## src/rtl/cache_repl_ctrl.sv

```systemverilog
// -----------------------------------------------------------------------------
// cache_repl_ctrl
// Replacement and allocation controller for a 4-way set-associative cache.
// Keeps a valid bit and a true-LRU rank (0 = MRU, 3 = LRU) for every way of
// every set. Hits are serviced in a single cycle. A miss picks a victim,
// handshakes with the fill engine, commits the allocation, and then responds.
// Way invalidations are also accepted.
//
// Ports:
//   clk_i                      clock; all state updates on the rising edge
//   rst_i                      synchronous reset, active low
//   req_valid_i / req_ready_o  access request handshake
//   req_set_i, req_hit_i,      set index, hit flag, and hit way of the access
//   req_way_i
//   inv_valid_i / inv_ready_o  invalidate handshake
//   inv_set_i, inv_way_i       set and way to invalidate
//   fill_req_o / fill_ack_i    fill request handshake with the fill engine
//   fill_set_o, fill_way_o     set and victim way being filled
//   fill_done_i                fill data has been written
//   resp_valid_o               one-cycle response pulse
//   resp_way_o, resp_miss_o    way touched/allocated; response was a miss
// -----------------------------------------------------------------------------
module cache_repl_ctrl #(
    parameter int NSETS = 8,
    parameter int SETW  = 3
) (
    input  logic            clk_i,
    input  logic            rst_i,
    input  logic            req_valid_i,
    output logic            req_ready_o,
    input  logic [SETW-1:0] req_set_i,
    input  logic            req_hit_i,
    input  logic [1:0]      req_way_i,
    input  logic            inv_valid_i,
    output logic            inv_ready_o,
    input  logic [SETW-1:0] inv_set_i,
    input  logic [1:0]      inv_way_i,
    output logic            fill_req_o,
    input  logic            fill_ack_i,
    output logic [SETW-1:0] fill_set_o,
    output logic [1:0]      fill_way_o,
    input  logic            fill_done_i,
    output logic            resp_valid_o,
    output logic [1:0]      resp_way_o,
    output logic            resp_miss_o
);

    typedef enum logic [1:0] {IDLE, FILL_REQ, FILL_WAIT, RESP} state_e;

    state_e                     state_q, state_d;
    logic [NSETS-1:0][3:0]      valid_q;
    logic [NSETS-1:0][3:0][1:0] rank_q;
    logic [SETW-1:0]            fill_set_q, fill_set_d;
    logic [1:0]                 fill_way_q, fill_way_d;
    logic                       resp_valid_q, resp_valid_d;
    logic [1:0]                 resp_way_q, resp_way_d;
    logic                       resp_miss_q, resp_miss_d;

    logic                       inv_accept, hit_accept, miss_accept, commit;
    logic [1:0]                 victim;
    logic [3:0]                 vic_valid;
    logic [3:0][1:0]            vic_rank;
    logic                       do_touch, do_demote;
    logic [SETW-1:0]            op_set;
    logic [1:0]                 op_way;
    logic [3:0][1:0]            op_rank, rank_upd;

    // An invalidate takes priority over a request in the same IDLE cycle.
    assign inv_accept  = (state_q == IDLE) && inv_valid_i;
    assign hit_accept  = req_valid_i && req_ready_o && req_hit_i;
    assign miss_accept = req_valid_i && req_ready_o && !req_hit_i;
    assign commit      = fill_done_i &&
                         ((state_q == FILL_WAIT) || ((state_q == FILL_REQ) && fill_ack_i));

    // State register
    always_ff @(posedge clk_i) begin
        if (!rst_i) begin
            state_q <= IDLE;
        end else begin
            state_q <= state_d;
        end
    end

    // Next-state logic
    always_comb begin
        state_d = state_q;
        case (state_q)
            IDLE:      if (miss_accept) state_d = FILL_REQ;
            FILL_REQ:  if (fill_ack_i)  state_d = fill_done_i ? RESP : FILL_WAIT;
            FILL_WAIT: if (fill_done_i) state_d = RESP;
            RESP:      state_d = IDLE;
            default:   state_d = IDLE;
        endcase
    end

    // FSM outputs
    always_comb begin
        req_ready_o = (state_q == IDLE) && !inv_valid_i;
        inv_ready_o = (state_q == IDLE);
        fill_req_o  = (state_q == FILL_REQ);
    end

    // Victim: the lowest-index invalid way, or the LRU way when the set is full.
    // Scanning downward lets the lowest invalid index win.
    always_comb begin
        victim    = 2'd0;
        vic_valid = valid_q[req_set_i];
        vic_rank  = rank_q[req_set_i];
        if (&vic_valid) begin
            for (int w = 0; w < 4; w++) begin
                if (vic_rank[w] == 2'd3) victim = 2'(w);
            end
        end else begin
            for (int w = 3; w >= 0; w--) begin
                if (!vic_valid[w]) victim = 2'(w);
            end
        end
    end

    // At most one rank operation per cycle: invalidate (demote), hit (touch)
    // or fill commit (touch). Only the addressed set is rewritten.
    always_comb begin
        do_touch  = 1'b0;
        do_demote = 1'b0;
        op_set    = '0;
        op_way    = '0;
        if (inv_accept) begin
            do_demote = 1'b1;
            op_set    = inv_set_i;
            op_way    = inv_way_i;
        end else if (hit_accept) begin
            do_touch  = 1'b1;
            op_set    = req_set_i;
            op_way    = req_way_i;
        end else if (commit) begin
            do_touch  = 1'b1;
            op_set    = fill_set_q;
            op_way    = fill_way_q;
        end
        op_rank  = rank_q[op_set];
        rank_upd = op_rank;
        for (int w = 0; w < 4; w++) begin
            if (op_way == 2'(w)) begin
                rank_upd[w] = do_touch ? 2'd0 : 2'd3;
            end else if (do_touch && (op_rank[w] < op_rank[op_way])) begin
                rank_upd[w] = op_rank[w] + 2'd1;
            end else if (do_demote && (op_rank[w] > op_rank[op_way])) begin
                rank_upd[w] = op_rank[w] - 2'd1;
            end
        end
    end

    // Per-set valid bits and ranks; reset leaves every set empty with rank[w] = w.
    always_ff @(posedge clk_i) begin
        if (!rst_i) begin
            valid_q <= '0;
            rank_q  <= {NSETS{8'b11_10_01_00}};
        end else begin
            if (do_touch || do_demote) begin
                rank_q[op_set] <= rank_upd;
            end
            if (inv_accept) begin
                valid_q[inv_set_i][inv_way_i] <= 1'b0;
            end else if (commit) begin
                valid_q[fill_set_q][fill_way_q] <= 1'b1;
            end
        end
    end

    // Fill target is latched only when a miss is accepted, so it holds steady
    // for the whole fill sequence. The response registers pulse one cycle
    // after a hit acceptance or a fill commit.
    always_comb begin
        fill_set_d   = fill_set_q;
        fill_way_d   = fill_way_q;
        resp_valid_d = hit_accept || commit;
        resp_miss_d  = commit;
        resp_way_d   = resp_way_q;
        if (miss_accept) begin
            fill_set_d = req_set_i;
            fill_way_d = victim;
        end
        if (hit_accept) begin
            resp_way_d = req_way_i;
        end else if (commit) begin
            resp_way_d = fill_way_q;
        end
    end

    // Datapath registers
    always_ff @(posedge clk_i) begin
        if (!rst_i) begin
            fill_set_q   <= '0;
            fill_way_q   <= '0;
            resp_valid_q <= 1'b0;
            resp_way_q   <= '0;
            resp_miss_q  <= 1'b0;
        end else begin
            fill_set_q   <= fill_set_d;
            fill_way_q   <= fill_way_d;
            resp_valid_q <= resp_valid_d;
            resp_way_q   <= resp_way_d;
            resp_miss_q  <= resp_miss_d;
        end
    end

    assign fill_set_o   = fill_set_q;
    assign fill_way_o   = fill_way_q;
    assign resp_valid_o = resp_valid_q;
    assign resp_way_o   = resp_way_q;
    assign resp_miss_o  = resp_miss_q;

endmodule
```

## config.mk

```make
export PLATFORM = sky130hd
export DESIGN_NAME = cache_repl_ctrl
export DESIGN_NICKNAME = d
export VERILOG_FILES = /design/src/rtl/cache_repl_ctrl.sv
export SDC_FILE = /design/constraint.sdc
export NUM_CORES = 1
export LEC_CHECK = 0
export ABC_AREA = 1
export CAP_MARGIN = 15
export CORE_MARGIN = 2
export CORE_UTILIZATION = 66
export DETAILED_ROUTE_END_ITERATION = 8
export PLACE_DENSITY_LB_ADDON = 0.12
export SLEW_MARGIN = 20
export SYNTH_ARGS = -nofsm -noshare
export SYNTH_HDL_FRONTEND = slang
export SYNTH_SLANG_ARGS = --single-unit
export TNS_END_PERCENT = 10
```

## constraint.sdc

```tcl
create_clock -name clk_i -period 5.9 [get_ports clk_i]
set_input_delay 0.59 -clock clk_i [delete_from_list [all_inputs] [get_ports clk_i]]
set_output_delay 0.59 -clock clk_i [all_outputs]
set_load 0.05 [all_outputs]
```

==> key figures <==
Status
  • Status: finished, final reports clean

STA
  • Clk_skew: between 0.01 and 0.015 ns
  • Final number of hold-violating endpoints: 0
  • Slew @ Worst Pin: approximately 1.0 ns
  • Achievable Freq: roughly 220 MHz
  • RSZ-0062 raised after global routing: false
  • Finish-stage setup viols: 0
  • Pins Over Slew Limit: 0
  • Relative slew margins: 0.3004
  • Tcrit/Tclk final: 0.7768
  • Setup TNS: 0 ns
  • Period minus WS final: ~4.6 ns

Worst setup path
  • Delay of the slowest critical-path stage: about 0.52 ns
  • Nature of the critical path startpoint: flop
  • Critical path startpoint: state_q[1]
  • R2r setup slk: roughly 1.3 ns
  • CP required: between 6 and 7 ns
  • Critical-path top delay cell: a221oi_1
  • Crit path buf inv count: 4
  • Largest delay share family, worst path: simple AND/OR/NAND/NOR gates
  • Most frequent CP cell: nand2_1
  • Critical Path End Type: flop
  • Critical path type: reg -> reg
  • Crit path DAT: 4.93 ns
  • CP max FO: 39
  • Worst flop-to-flop path startpoint: state_q[1]
  • RR Endpoint: rank_q[14]
  • R2R depth: 25

Clock tree
  • Htree depth: 3
  • Worst-Skew Late Latency: ~0.40 ns
  • Worst-path clk slew: 0.11 ns
  • CTS tree: done
  • Clock sinks: between 100 and 150
  • CTS Hold Buffers Added: 0
  • Post-CTS Resized: 0
  • Post-CTS Setup Bufs: 0
  • CTS root buf: clkbuf_8
  • Clock buffer depth: 2
  • CTS Buf Count: 9

Finish
  • Layout cells sized above 1: 0.06304
  • Nets: 1,072
  • Antenna Diode Count: 0
  • Post-route insts no fill: between 1,000 and 1,500
  • Commonest cells after routing, fill and taps aside: nand2_1, inv_1, a21oi_1
  • Area growth syn-to-layout: 7.012%
  • Commonest non-fill, non-tap cell in the layout: nand2_1

Route
  • DR WL/cell: roughly 16 µm
  • First-pass detailed-route iteration total: 6
  • Initial DRC Count: between 600 and 700
  • DRT antenna net count: 0
  • Detailed-route via count: slightly below 7,000
  • Routed WL: around 19,000 µm
  • DR vias/cell: slightly below 6
  • Post-route DRC: 0

Yosys
  • Synth cell types: 48
  • Asr flop ratio synth: 0
  • Post-synthesis sequential area ratio: 0.3244
  • Post-synth EDFFs: 0
  • Net Count, Synth: approximately 1,100
  • Cell area after synthesis: ~6600 µm²
  • Yosys top cell by area: dfxtp_1
  • FF+latch count, synth: roughly 110
  • Yosys top cell area share: 0.3244
  • Yosys warns: 0
  • Avg Cell Area, Syn: 6.373 µm²
  • Top post-synthesis cells by area: dfxtp_1, nand2_1, a21oi_1
  • Cell count after synthesis: 1,036
  • Synth Flop Type: dfxtp_1

Placement
  • RePlAce Congestion: a little under 1
  • HPWL after detailed placement: 13,180 µm
  • Placed cell count: 1,165
  • IO buf count: 28

Worst hold path
  • Path type of the worst min-delay path: reg -> reg
  • Min-delay src: resp_way_o[1]
  • Worst Hold Endpoint: resp_way_o[1]
  • Hold path cells: 2

Floorplan
  • Placeable core area: around 9700 µm²
  • Chip width: approximately 100 µm
  • Die height: 104.0 µm
  • Die area: roughly 11,000 µm²
  • Starting Density: 0.6786
  • FP Rows: 36
  • I/O pin total: 29

GRT
  • GRT Util Overall: 0.3499
  • Number of global-route vias before repair: 5,904
  • GRT Residual Overflow: 0
  • Pin count of the biggest net entering global routing: 60
  • Initial antenna violation count: 0
  • Global-route wire length before repair: ~30,000 µm

Power and ir drop
  • PwrDens: between 400 and 500 nW/µm²
  • P_leak: about 3.3 nW
  • Peak supply drop: between 0.3 and 0.4 mV

Run
  • Max-cap violations: 0
## cells in the mapped netlist, types with 3 or more instances
cell and instances:
nand2_2 18, o31ai_1 5, a21oi_1 118, o21ai_0 82
o2111ai_1 3, o311ai_0 4, nor3_1 6, nand3_1 75
nor2_1 56, nand2_1 298, inv_1 131, inv_2 11
nor2_2 3, nand4_1 3, dfxtp_1 107, buf_6 4
o211ai_1 6, clkbuf_1 25, o211a_1 9, o21ai_1 8
o21a_1 10, buf_4 4, ha_1 12, xnor2_1 3
o21bai_1 3
## metal layers
layer / up-vias / GRT usage / routed length (µm)
met3: 39 / 0.1078 / 2328
met2: 364 / 0.5258 / 8216
li1: 3380 / - / -
met5: - / 0 / 0
met1: 3021 / 0.4861 / 8075
met4: 0 / 0.09749 / 439
## metrics by stage
stage                     setup slack (ns)  hold slack (ns)  utilization  cell area [µm²]  total power [mW]
after floorplan                      1.880           0.4406            -             6603             2.100
after global placement               1.045           0.4513       0.7069             6878             2.446
after detailed placement             1.002           0.4532       0.7069             6878             2.458
after CTS                            1.378           0.4672       0.7262             7066             2.891
after global routing                0.8018           0.4948       0.7262             7066             3.130
final                                1.317           0.4683       0.7262             7066             2.920
## worst max path at each step
stage	endpoint	slack (ns)	cells after the start
2_1_floorplan	rank_q[14]	1.88	28
3_3_place_gp	rank_q[30]	1.04	24
3_5_place_dp	rank_q[14]	1.00	24
4_1_cts	rank_q[14]	1.38	25
5_1_grt	rank_q[14]	0.80	25
6_report	rank_q[14]	1.32	25
## worst min-delay path: stages (launching register included)
cell and delay [ns]:
dfxtp_1 0.32, nand2_1 0.06, a21oi_1 0.05
## registers in the layout, indices dropped and copies added (netlist names)
| signal | flops |
|---|---|
| fill_set_o | 3 |
| fill_way_o | 2 |
| rank_q | 64 |
| resp_miss_o | 1 |
| resp_valid_o | 1 |
| resp_way_o | 2 |
| state_q | 2 |
| valid_q | 32 |
## cells by family after synthesis
family,Yosys count,share of synthesized area
AO/OA/AOI/OAI,261,0.2268
AND/OR/NAND/NOR,470,0.3059
multiplexers,1,0.001516
flip-flops,107,0.3244
buffers and inverters,182,0.1146
XOR/XNOR,3,0.003980
adder cells (fa/ha/maj),12,0.02274
## area by class of cell
cell class                 instances  area [µm²]
multi-input combinational        747        3704
fill                             925        2664
sequential                       107        2142
inverter                         144       540.5
timing repair buffer              34       325.3
tap                              133       166.4
clock buffer                      10       137.6
clock inverter                     5       50.05
## where the power goes
group	total, mW	switching [mW]	internal (mW)
combinational	1.55	1.08	0.466
clock	0.435	0.265	0.169
sequential	0.939	0.0837	0.855
total	2.92	1.43	1.49
(Power assumes the default switching activity.)
==> RTL edit 1, RTL diff (same flow settings) <==
Set the parameter `SETW` to 2 (it was 3).
--- a/src/rtl/cache_repl_ctrl.sv
+++ b/src/rtl/cache_repl_ctrl.sv
@@ -22,7 +22,7 @@
 // -----------------------------------------------------------------------------
 module cache_repl_ctrl #(
     parameter int NSETS = 8,
-    parameter int SETW  = 3
+    parameter int SETW  = 2
 ) (
     input  logic            clk_i,
     input  logic            rst_i,
Interface: changed (resized fill_set_o, inv_set_i and req_set_i); port bits go from 29 to 26. No check against the original RTL was run, so the function may have changed too.
==> RTL edit 1 against the unedited design <==
  * Synthesized cell count fell by 43%
  * Wire length fell by 44%
  * Sequential cell count fell by 49
  * Design area fell by 39%
  * Setup slack improved by 0.049 ns
  * Count of clock-buffer cells in the layout rose by 1
  * Total power fell by 25%
  * Combinational power fell by 23%
  * Die area fell by 41%
  * Synthesized area fell by 43%
==> RTL edit 1: results (changes against the unedited design) <==
| Metric | Value |
|---|---|
| Port Buffers | `25 (-11%)` |
| Worst rel slew slack | `0.3297 (+0.02923)` |
| Worst-path fanout max | `14 (-64%)` |
| Global-route wire length before repair | `17.12 mm (-43%)` |
| Mapped Nets | `611 (-43%)` |
| Seq/Total Area, Yosys | `0.3067 (-0.01775)` |
| Vias/cell | `5.978 (+3.7%)` |
| Reg2reg setup slack | `1.50 ns (+0.18 ns)` |
| # nets final | `637 (-41%)` |
| Gpl congestion | `0.9990 (+3.7%)` |
| Dpl hpwl | `7.773 mm (-41%)` |
| Reg2reg end | `rank_q[21]` |
| Status | `complete, no violations` |
| Area contributors post-synth | `dfxtp_1, nand2_1, nand3_1, nor2_1, inv_1` |
| Worst Clk Skew | `0.005976 ns (-0.008555 ns)` |
| Leakage | `2.028 nW (-38%)` |
| Max rail drop VDD | `318.3 uV (-9.5%)` |
| Reg2reg start | `state_q[0]` |
| Arrival time at the worst endpoint | `4.83 ns (-0.10 ns)` |
| Vias in the first global route | `3645 (-38%)` |
| Most instantiated cells after synthesis | `nand2_1, nor2_1, inv_1` |
| Post-Route WL | `10.58 mm (-44%)` |
| Clock-pin slew on the worst setup and hold paths | `0.07 ns (-0.04 ns)` |
| Internal Power | `1.139 mW (-24%)` |
| Largest net degree at the start of global routing | `36 (-40%)` |
[RTL edit 1: changes by cell type after synthesis, sizes merged, moves of 6 or more]
cell    change
nand2     -174
a21oi      -73
inv        -64
dfxtp      -49
o21ai      -49
nor2       +22
clkbuf     -16
o21a        -8
buf         -7
nand3       -7
o211a       -6
o22ai       +6
[RTL edit 1: kinds of logic after synthesis]
logic type      count (synthesis)  share of synthesized area
simple gates                  305                     0.3708
compound gates                123                     0.2009
fa+ha+maj                       8                    0.02644
buf+inv                        94                    0.09517
flops                          58                     0.3067
[RTL edit 1: per-stage QoR]
stage / cell area (um^2) / utilization / hold WS, ns / instances
after floorplan: 3786 / - / 0.4632 / 588
after global placement: 4100 / 0.7401 / 0.4562 / 675
after detailed placement: 4100 / 0.7401 / 0.4650 / 675
after CTS: 4319 / 0.7796 / 0.4759 / 691
after global routing: 4319 / 0.7796 / 0.4946 / 691
final: 4319 / 0.7796 / 0.4738 / 691
[RTL edit 1: worst max-delay path, delay by kind of cell]
kind	cells	cell delay, ns
buffers and inverters	6	1.33
AO/OA/AOI/OAI	4	1.07
adder cells (fa/ha/maj)	1	0.36
AND/OR/NAND/NOR	11	1.46
[RTL edit 1: power by group through the flow]
stage | clock (mW) | combinational, mW | sequential (mW)
floorplan | 0 | 0.880 | 0.591
global placement | 0 | 1.12 | 0.592
detailed placement | 0 | 1.15 | 0.595
CTS | 0.414 | 1.16 | 0.587
global route | 0.435 | 1.30 | 0.601
finish | 0.412 | 1.19 | 0.594
[RTL edit 1: worst max path at each step]
stage	end	slack [ns]
floorplan	rank_q[4]	1.84
global placement	rank_q[15]	1.31
detailed placement	rank_q[23]	1.17
CTS	rank_q[21]	1.50
global route	rank_q[21]	1.14
finish	rank_q[21]	1.37
[RTL edit 1: metal layers]
layer,share of wire,up-vias,track usage
met3,0.10,42,0.07014
met2,0.45,244,0.5454
li1,-,1976,-
met1,0.42,1869,0.4808
met5,0,-,0
met4,0.030,0,0.1203
[RTL edit 1: cell type report]
class	count	area, um^2
Timing Repair Buffer	30	287.8
Inverter	79	296.5
Multi-Input combinational cell	436	2265
Fill cell	445	1221
Clock buffer	11	141.4
Tap cell	72	90.09
Clock inverter	5	77.57
Sequential cell	58	1161
==> RTL edit 2, RTL diff (same settings) <==
Without the edit above. Make the reset (`rst_i`) asynchronous in 3 clocked blocks. Comments in the files are not updated.
--- a/src/rtl/cache_repl_ctrl.sv
+++ b/src/rtl/cache_repl_ctrl.sv
@@ -73,7 +73,7 @@
                          ((state_q == FILL_WAIT) || ((state_q == FILL_REQ) && fill_ack_i));
 
     // State register
-    always_ff @(posedge clk_i) begin
+    always_ff @(posedge clk_i or negedge rst_i) begin
         if (!rst_i) begin
             state_q <= IDLE;
         end else begin
@@ -151,7 +151,7 @@
     end
 
     // Per-set valid bits and ranks; reset leaves every set empty with rank[w] = w.
-    always_ff @(posedge clk_i) begin
+    always_ff @(posedge clk_i or negedge rst_i) begin
         if (!rst_i) begin
             valid_q <= '0;
             rank_q  <= {NSETS{8'b11_10_01_00}};
@@ -188,7 +188,7 @@
     end
 
     // Datapath registers
-    always_ff @(posedge clk_i) begin
+    always_ff @(posedge clk_i or negedge rst_i) begin
         if (!rst_i) begin
             fill_set_q   <= '0;
             fill_way_q   <= '0;
Function: differs if rst_i is asserted again (counterexample within 4 cycles, from zero or initial values and one cycle with rst_i low); with rst_i held inactive, the same outputs for 10 cycles.
==> RTL edit 2 against the unedited design <==
  * Design area decreased by 1.1%
  * Wire length increased by 0.78%
  * Non-clock buffer count decreased by 3
  * Synthesized cell count decreased by 13%
  * Die area decreased by 1.5%
  * Sequential share of layout area increased by 8.6 points
  * Setup slack got worse by 0.19 ns
  * Core utilization decreased by 0.49 points
  * Critical path depth decreased by 3
  * Synthesized area decreased by 1.6%
  * Sequential cell count unchanged
Power is not shown: default switching activity piles up to over one toggle a cycle in this logic, so the estimate is an artifact.
==> RTL edit 2: results (changes against the unedited design) <==
| Metric | Value |
|---|---|
| # nets final | `942 (-12%)` |
| Critical path's largest stage delay | `0.40 ns (-0.12 ns)` |
| Mapped Nets | `927 (-13%)` |
| Vias in the first global route | `5969 (+1.1%)` |
| Synth Area in Compound Gates | `0.1519 (-0.07490)` |
| Slowest cell on the critical path | `dfrtp_1` |
| Largest net degree at the start of global routing | `63 (+5.0%)` |
| Area contributors post-synth | `dfrtp_1, nand2_1, dfstp_2, o21ai_0, nand3_1` |
| #MultiIn Comb | `672 (-10%)` |
| Global-route usage over all layers | `0.3738 (+0.02385)` |
| FILL cells | `798 (-14%)` |
| CP delay by family, top | `simple AND/OR/NAND/NOR gates` |
| Signal buf overhead | `0.04299 (-0.003054)` |
| Reg2reg end | `rank_q[58]` |
| Yosys Warn Count | `0 (unchanged)` |
| Seq area share | `0.3890 (+0.08587)` |
| Vias/cell | `6.059 (+5.1%)` |
| Worst Clk Skew | `0.01283 ns (-0.001705 ns)` |
| Multi-input logic area | `0.003258 mm^2 (-12%)` |
| Gpl congestion | `0.9836 (+2.1%)` |
| Arrival time at the worst endpoint | `5.12 ns (+0.19 ns)` |
| Seq/Total Area, Yosys | `0.4183 (+0.09383)` |
| Tightest Pin Transition | `0.8237 ns (-0.2257 ns)` |
| Root Buffer | `clkbuf_8` |
| Metal-1 WL | `8.032 mm (-0.53%)` |
| Met1 usage | `0.5273 (+0.04123)` |
| Routed wl met2 | `8.534 mm (+3.9%)` |
| Mux cell area share after synthesis | `0.001541 (+0.00002452)` |
| Post-Route WL | `19.21 mm (+0.78%)` |
| Adder-Cell Fraction of Synth Area | `0.02311 (+0.0003678)` |
| Met3 wire length | `2.129 mm (-8.5%)` |
| Global-route wire length before repair | `29.96 mm (-0.66%)` |
| Reg2reg start | `state_q[1]` |
| Inverters | `92 (-36%)` |
| Share of cells above drive strength 1 | `0.1111 (+0.04807)` |
| Nonclk buf count | `31 (-8.8%)` |
| First-pass DRT Iterations | `5 (-1)` |
| Synth unique cells | `38 (-21%)` |
| Reg2reg setup slack | `1.13 ns (-0.19 ns)` |
| CTS Buf Count | `9 (unchanged)` |
| Worst R2R Path Depth | `22 (-12%)` |
| Status | `complete, no violations` |
| Worst-path fanout max | `34 (-13%)` |
| GRT met2 Usage | `0.5584 (+0.03260)` |
| GR Layer Usage met3 | `0.1129 (+0.005134)` |
| Most instantiated cells after synthesis | `nand2_1, o21ai_0, inv_1` |
| Dpl hpwl | `13.60 mm (+3.2%)` |
| Worst min path class | `in2async` |
| Iter 0 DRT Violations | `614 (-9.4%)` |
| XOR/XNOR Fraction of Synth Area | `0.005392 (+0.001412)` |
RTL edit 2: cells by family (layout without fill, tap and decap cells):
group           Yosys count  after routing
simple gates            477            477
compound gates          178            178
buf+inv                 119            139
flops                   107            107
fa+ha+maj                12             12
xor+xnor                  4              4
mux                       1              1
RTL edit 2: worst max path at each step:
stage | to | slack [ns] | from
CTS | rank_q[58] | 1.24 | state_q[0]
floorplan | rank_q[12] | 1.70 | state_q[0]
detailed placement | rank_q[58] | 0.94 | inv_valid_i
global placement | rank_q[58] | 1.04 | inv_valid_i
finish | rank_q[58] | 1.13 | state_q[1]
global route | rank_q[50] | 0.61 | state_q[0]
RTL edit 2: stage by stage:
step	instances	setup WS (ns)	instance area (um^2)	hold WS, ns	utilization
final	1051	1.126	6985	0.1778	0.7213
after global routing	1051	0.6051	6985	0.2217	0.7213
after CTS	1051	1.239	6985	0.1989	0.7213
after detailed placement	1035	0.9449	6788	0.4589	0.7009
after global placement	1035	1.038	6788	0.4581	0.7009
after floorplan	898	1.695	6497	0.2944	-
